File: config.mk
export PLATFORM = sky130hd
export DESIGN_NAME = i2s_encoder
export DESIGN_NICKNAME = d
export VERILOG_FILES = /design/src/rtl/i2s_encoder_pkg.sv /design/src/rtl/i2s_encoder_sck_gen.sv /design/src/rtl/i2s_encoder.sv
export SDC_FILE = /design/constraint.sdc
export NUM_CORES = 1
export LEC_CHECK = 0
export CAP_MARGIN = 10
export CORE_UTILIZATION = 41
export CTS_CLUSTER_DIAMETER = 120
export DETAILED_ROUTE_END_ITERATION = 10
export PLACE_DENSITY = 0.66
export SYNTH_ARGS = -nofsm -noshare
export SYNTH_HDL_FRONTEND = slang
export SYNTH_HIERARCHICAL = 1
export SYNTH_SLANG_ARGS = --single-unit
File: constraint.sdc
create_clock -name clk -period 2.3 [get_ports clk]
set_clock_uncertainty 0.15 [all_clocks]
set_input_delay 0.46 -clock clk [delete_from_list [all_inputs] [get_ports clk]]
set_output_delay 0.46 -clock clk [all_outputs]
set_load 0.05 [all_outputs]
File: src/rtl/i2s_encoder_pkg.sv
// Audio-link definitions shared by the I2S encoder and the matching decoder:
// frame layout constants, the stereo sample type and the frame builder.
package i2s_encoder_pkg;

  localparam int SAMPLE_W   = 16;
  localparam int FRAME_BITS = 40;
  localparam int IDX_W      = $clog2(FRAME_BITS);

  localparam logic [7:0]       SYNC_WORD = 8'hAA;
  localparam logic [IDX_W-1:0] LAST_IDX  = IDX_W'(FRAME_BITS - 1);

  typedef struct packed {
    logic [SAMPLE_W-1:0] left;
    logic [SAMPLE_W-1:0] right;
  } stereo_t;

  function automatic logic [FRAME_BITS-1:0] build_frame(input stereo_t s);
    return {SYNC_WORD, s.left, s.right};
  endfunction

endpackage

File: src/rtl/i2s_encoder_sck_gen.sv
// Bit-clock divider: toggles sck every HALF_PERIOD clk cycles and flags the
// cycle on which sck is about to rise or fall.
module i2s_encoder_sck_gen #(
  parameter int HALF_PERIOD = 4
) (
  input  logic clk_i,
  input  logic rst_i,
  output logic sck_o,
  output logic rise_o,
  output logic fall_o
);

  localparam int              DIV_W    = $clog2(HALF_PERIOD);
  localparam logic [DIV_W-1:0] DIV_LAST = DIV_W'(HALF_PERIOD - 1);

  logic [DIV_W-1:0] div_cnt_q, div_cnt_d;
  logic             sck_q, sck_d;
  logic             tick;

  always_comb begin
    tick      = (div_cnt_q == DIV_LAST);
    div_cnt_d = tick ? '0 : div_cnt_q + 1'b1;
    sck_d     = tick ? ~sck_q : sck_q;
  end

  always_ff @(posedge clk_i) begin
    if (rst_i) begin
      div_cnt_q <= '0;
      sck_q     <= 1'b0;
    end else begin
      div_cnt_q <= div_cnt_d;
      sck_q     <= sck_d;
    end
  end

  assign sck_o  = sck_q;
  assign rise_o = tick & ~sck_q;
  assign fall_o = tick & sck_q;

endmodule

File: src/rtl/i2s_encoder.sv
// Serial audio encoder: back-to-back 40-bit frames (sync byte, left, right),
// fed through a one-sample holding register; repeats the last sample on underrun.
module i2s_encoder
  import i2s_encoder_pkg::*;
#(
  parameter int HALF_PERIOD = 4
) (
  input  logic                clk,
  input  logic                rst,
  input  logic [SAMPLE_W-1:0] left_in,
  input  logic [SAMPLE_W-1:0] right_in,
  input  logic                sample_valid,
  output logic                sample_ready,
  output logic                sck,
  output logic                sd,
  output logic                frame_start,
  output logic                underrun
);

  logic sck_fall;
  logic sck_rise_unused;

  stereo_t               hold_q, hold_d;
  logic                  hold_full_q, hold_full_d;
  stereo_t               last_q, last_d;
  logic [FRAME_BITS-1:0] shift_q, shift_d;
  logic [IDX_W-1:0]      bit_idx_q, bit_idx_d;
  logic                  frame_start_q, frame_start_d;
  logic                  underrun_q, underrun_d;
  logic                  accept;
  stereo_t               load_src;

  i2s_encoder_sck_gen #(
    .HALF_PERIOD(HALF_PERIOD)
  ) u_sck_gen (
    .clk_i (clk),
    .rst_i (rst),
    .sck_o (sck),
    .rise_o(sck_rise_unused),
    .fall_o(sck_fall)
  );

  always_comb begin
    accept        = sample_valid & ~hold_full_q;
    load_src      = last_q;
    hold_d        = hold_q;
    hold_full_d   = hold_full_q;
    last_d        = last_q;
    shift_d       = shift_q;
    bit_idx_d     = bit_idx_q;
    frame_start_d = 1'b0;
    underrun_d    = 1'b0;

    if (accept) begin
      hold_d      = {left_in, right_in};
      hold_full_d = 1'b1;
    end

    if (sck_fall) begin
      // An accept coinciding with an empty-register load only primes the next frame.
      if (bit_idx_q == LAST_IDX) begin
        if (hold_full_q) begin
          load_src    = hold_q;
          hold_full_d = 1'b0;
        end else begin
          underrun_d = 1'b1;
        end
        last_d        = load_src;
        shift_d       = build_frame(load_src);
        bit_idx_d     = '0;
        frame_start_d = 1'b1;
      end else begin
        shift_d   = {shift_q[FRAME_BITS-2:0], 1'b0};
        bit_idx_d = bit_idx_q + 1'b1;
      end
    end
  end

  always_ff @(posedge clk) begin
    if (rst) begin
      hold_q        <= '0;
      hold_full_q   <= 1'b0;
      last_q        <= '0;
      shift_q       <= '0;
      bit_idx_q     <= LAST_IDX;
      frame_start_q <= 1'b0;
      underrun_q    <= 1'b0;
    end else begin
      hold_q        <= hold_d;
      hold_full_q   <= hold_full_d;
      last_q        <= last_d;
      shift_q       <= shift_d;
      bit_idx_q     <= bit_idx_d;
      frame_start_q <= frame_start_d;
      underrun_q    <= underrun_d;
    end
  end

  assign sample_ready = ~hold_full_q;
  assign sd           = shift_q[FRAME_BITS-1];
  assign frame_start  = frame_start_q;
  assign underrun     = underrun_q;

endmodule

# ---- Word-level counts from Yosys, hierarchy flattened
# Cells that the tools add are included.
dict set report word_totals {
  register_bits 116
  wordCells 34
  output_inout_bits 5
  input_bits 35
}
dict set report op_classes {
  mux 9
  add_sub_neg 2
  bitwise_logic 6
  eq_ne 2
  n_reduce_logical 4
}
# operator count
set ops {}
lappend ops {{$mux 40} 1}
lappend ops {{$mux 32} 1}
lappend ops {{$add 6x1->6 const B} 1}
lappend ops {{$eq 6x6->1 const B} 1}
lappend ops {{$mux 1} 6}
lappend ops {{$mux 6} 1}
lappend ops {{$not 1->1} 4}
lappend ops {{$reduce_or 2->1} 2}
lappend ops {{$reduce_or 3->1} 1}
lappend ops {{$add 2x1->2 const B} 1}
lappend ops {{$and 1x1->1} 2}
lappend ops {{$eq 2x2->1 const B} 1}
lappend ops {{$reduce_and 2->1} 1}

# ---- Logic depth before layout (Yosys ltp)
dict set report logic_depth {
  word_depth 6
  ltp_mapped 8
  mapped_depth_nobuf 5
}

# ---- Modules after synthesis
# Netlist, hierarchy kept.
# module seq_area_each_um2 n_inst cells_per_inst area_each_um2
set modules_own_cells {}
lappend modules_own_cells {i2s_encoder 2262.2 1 541 4750.8}
lappend modules_own_cells {i2s_encoder_sck_gen 60.1 1 10 111.4}

# ---- Least setup slack after synthesis
# OpenSTA, ideal clock, no wires.
dict set report synth_timing {
  path_type {reg-to-reg}
  start {register u_sck_gen.sck_q (netlist: u_sck_gen/sck_o)}
  end {register bit_idx_q[2]}
  stages_incl_launch_ff 8
  t_arrival_ps 1619
  synth_period_minus_slack_ps 1885
  t_required_ps 2035
  n_path_buf 3
  slack_ps 415
  setup_ps 115
  path_cell_list {dfxtp_1 -> and2_2 -> buf_4 -> and2_1 -> buf_4 -> buf_6 -> xnor2_1 -> nand2_1}
}
dict set report synth_between {
  elab_chain_cells 1
}
# item line
set synth_lines {}
lappend synth_lines {{start: declaration} i2s_encoder_sck_gen.sv:17} ;# logic sck_q, sck_d;
lappend synth_lines {{start signal: assignment} i2s_encoder_sck_gen.sv:32} ;# sck_q <= sck_d;
lappend synth_lines {{$and 1x1->1} i2s_encoder_sck_gen.sv:38} ;# assign fall_o = tick & sck_q;
lappend synth_lines {{net sck_fall} i2s_encoder.sv:20} ;# logic sck_fall;
lappend synth_lines {{end signal: assignment} i2s_encoder.sv:93} ;# bit_idx_q <= bit_idx_d;
lappend synth_lines {{end: declaration} i2s_encoder.sv:27} ;# logic [IDX_W-1:0] bit_idx_q, bit_idx_d;
# The timed path passes the listed nets, and every way through them passes these cells.
# A chain may end at the register's enable or synchronous reset.

# ---- Worst setup path in the final report
dict set report layout_timing {
  start {register u_sck_gen.sck_q (netlist: u_sck_gen/sck_o)}
  end {output port sck}
}
# item line
set layout_rtl {}
lappend layout_rtl {{end: declaration} i2s_encoder.sv:14} ;# output logic sck,
# No word-level cell between the ends.

==> impl_metrics.py <==
metrics = {
    "status": {
        "status": "completed",
    },
    "routing": {
        "routed_via_density": 5.63,
        "drtIter0Drc": 259,
        "dr_total_vias": 4099,
        "wl_per_cell_um": 15.3,
        "drc": 0,
        "ant_nets": 0,
        "drt-pass1-iter-count": 5,
        "drt_wl_total_um": 11200,
    },
    "hold_path": {
        "hold_depth": 1,
        "hold_end": "u_sck_gen/div_cnt_q[0]",
        "hold_start": "u_sck_gen/div_cnt_q[0]",
        "hold_path_class": "reg2reg",
    },
    "clocking": {
        "cts_tree": "built",
        "hold_buffers": 0,
        "cts.sinks": 116,
        "cts_root_buf": "clkbuf_16",
        "h-tree-depth": 4,
        "cts.path.max_buffers": 2,
        "postCtsSetupBuffers": 0,
        "clk_pin_slew_ns": 0.05,
        "cts_resized": 0,
        "numCtsBuffers": 17,
        "clkLatencyLatePin_ns": 0.41,
    },
    "place": {
        "hpwl_um": 6470,
        "portBuffers": 39,
        "gp_congestion": 0.724,
        "dp.cells": 696,
        "post_dp_cell_area_um2": 5290,
    },
    "grt": {
        "grt_pass1_wl_um": 19300,
        "grt.total_usage_pct": 19.2,
        "grt_pass1_vias": 4181,
        "grt_overflow": 0,
        "grt_start_max_net_pins": 70,
        "grt_antenna_before_repair": 0,
    },
    "power": {
        "ir_worst_vdd_v": 0.000557,
        "power_density_nw_per_um2": 902,
        "p_leak_nw": 2.04,
    },
    "timing": {
        "fmax_mhz": 450,
        "rsz0062_at_grt": "false",
        "setup_tns_ns": 0,
        "fin_crit_sh_pct": 96.6,
        "tightest_slew_ns": 0.545,
        "slew_violations": 0,
        "fin_crit_ns": 2.22,
        "hold_violations": 0,
        "setup_violations": 0,
        "holdWs_ns": 0.280,
        "slew_headroom_pct": 63.6,
    },
    "floorplan": {
        "core_area_um2": 11500,
        "num_rows": 39,
        "pin_count": 40,
        "dieWidth_um": 111,
        "floorplan.initialDensity_pct": 42.3,
        "die_area_um2": 12300,
        "die_y_um": 111,
    },
    "job": {
        "maxCapViolations": 0,
    },
    "setup_path": {
        "r2r_slack_ns": 0.26,
        "critPathBufInv": 1,
        "cpLargestDelayFamily": "buffers and inverters",
        "rr_endpoint": "shift_q[3]",
        "worstSetupPathType": "reg2out",
        "crit_chain": "clkdlybuf4s50_1",
        "path_depth": 1,
        "critPathLaunchType": "flop",
        "r2r_cells": 6,
        "cp_max_fo": 3,
        "endpoint_kind": "output pin",
        "rr_startpoint": "u_sck_gen/div_cnt_q[0]",
        "crit_path_top_delay_cell": "clkdlybuf4s50_1",
        "cp.required_ns": 1.69,
        "cp_slowest_stage_delay_ns": 0.83,
        "arrival_ns": 1.61,
    },
    "layout": {
        "design_area_um2": 5970,
        "area_growth_pct": 22.9,
        "diodes": 0,
        "drive_gt1_share_pct": 15.4,
        "final_util_pct": 52.1,
        "fillers": 1041,
        "final_cells": 728,
        "fin_nets": 609,
    },
    "synth": {
        "syn-num-nets": 587,
        "synth_warnings": 6,
        "syn_area_um2": 4860,
        "syn_area_per_cell_um2": 8.83,
        "synthCells": 550,
    },
}
-- through the flow --
| step | setup WS, ns | total power [mW] |
|---|---|---|
| 3_5_place_dp | 0.299 | 2.40 |
| 2_1_floorplan | 0.435 | 2.29 |
| 5_1_grt | 0.0243 | 5.54 |
| 4_1_cts | 0.0591 | 5.42 |
| 6_report | 0.0784 | 5.38 |
| 3_3_place_gp | 0.363 | 2.39 |
-- metal layers --
metal	share of wire (%)	global-route usage [%]
met4	1.3	6.49
met1	45	22.3
met3	4.3	5.14
met5	0	0
met2	49	33.8
-- sequential cells by signal, indices dropped and copies added (netlist names) --
signal               cells
u_sck_gen/div_cnt_q      2
hold_q                  32
frame_start              1
hold_full_q              1
shift_q                 40
last_q                  32
u_sck_gen/sck_o          1
underrun                 1
bit_idx_q                6
-- area by class of cell --
type / count / area, um^2 / area share (%)
Clock buffer: 19 / 453 / 7.59
Clock inverter: 13 / 229 / 3.84
Inverter: 4 / 15.0 / 0.252
Multi-Input combinational cell: 377 / 2220 / 37.2
Sequential cell: 116 / 2320 / 38.9
Tap cell: 143 / 179 / 3.00
Timing Repair Buffer: 56 / 551 / 9.22
-- how the worst max path moves through the flow --
stage	startpoint	to	slack (ns)
6_report	u_sck_gen/sck_o	sck	0.08
3_5_place_dp	u_sck_gen/div_cnt_q[0]	shift_q[3]	0.30
5_1_grt	u_sck_gen/sck_o	sck	0.02
2_1_floorplan	u_sck_gen/sck_o	bit_idx_q[2]	0.44
3_3_place_gp	sample_valid	hold_q[11]	0.36
4_1_cts	u_sck_gen/sck_o	sck	0.06
-- placed cells by master (no fill, tap or decap), types with 2 or more instances in the layout --
cell type / instances
nand3_1: 24
buf_4: 16
a21oi_1: 76
o21ai_0: 32
inv_1: 2
o211ai_1: 35
clkbuf_16: 17
a32oi_1: 2
nor2_1: 6
bufinv_16: 6
clkbuf_8: 2
nand4_1: 4
dfxtp_1: 116
mux2_2: 28
a31oi_1: 29
xor2_1: 2
nor3_1: 4
nand3_2: 6
mux2_1: 4
mux2i_1: 5
o31ai_1: 2
xnor2_1: 2
nand2_1: 102
buf_12: 3
clkdlybuf4s50_1: 37
clkinv_2: 2
clkinvlp_4: 4
ha_1: 2
-- where the power goes --
group          internal [mW]  switching (mW)
logic                  0.126           0.150
clock network           2.09           0.946
registers               2.05          0.0237
total                   4.26            1.12
No activity file was read; power rests on OpenSTA's default activity.
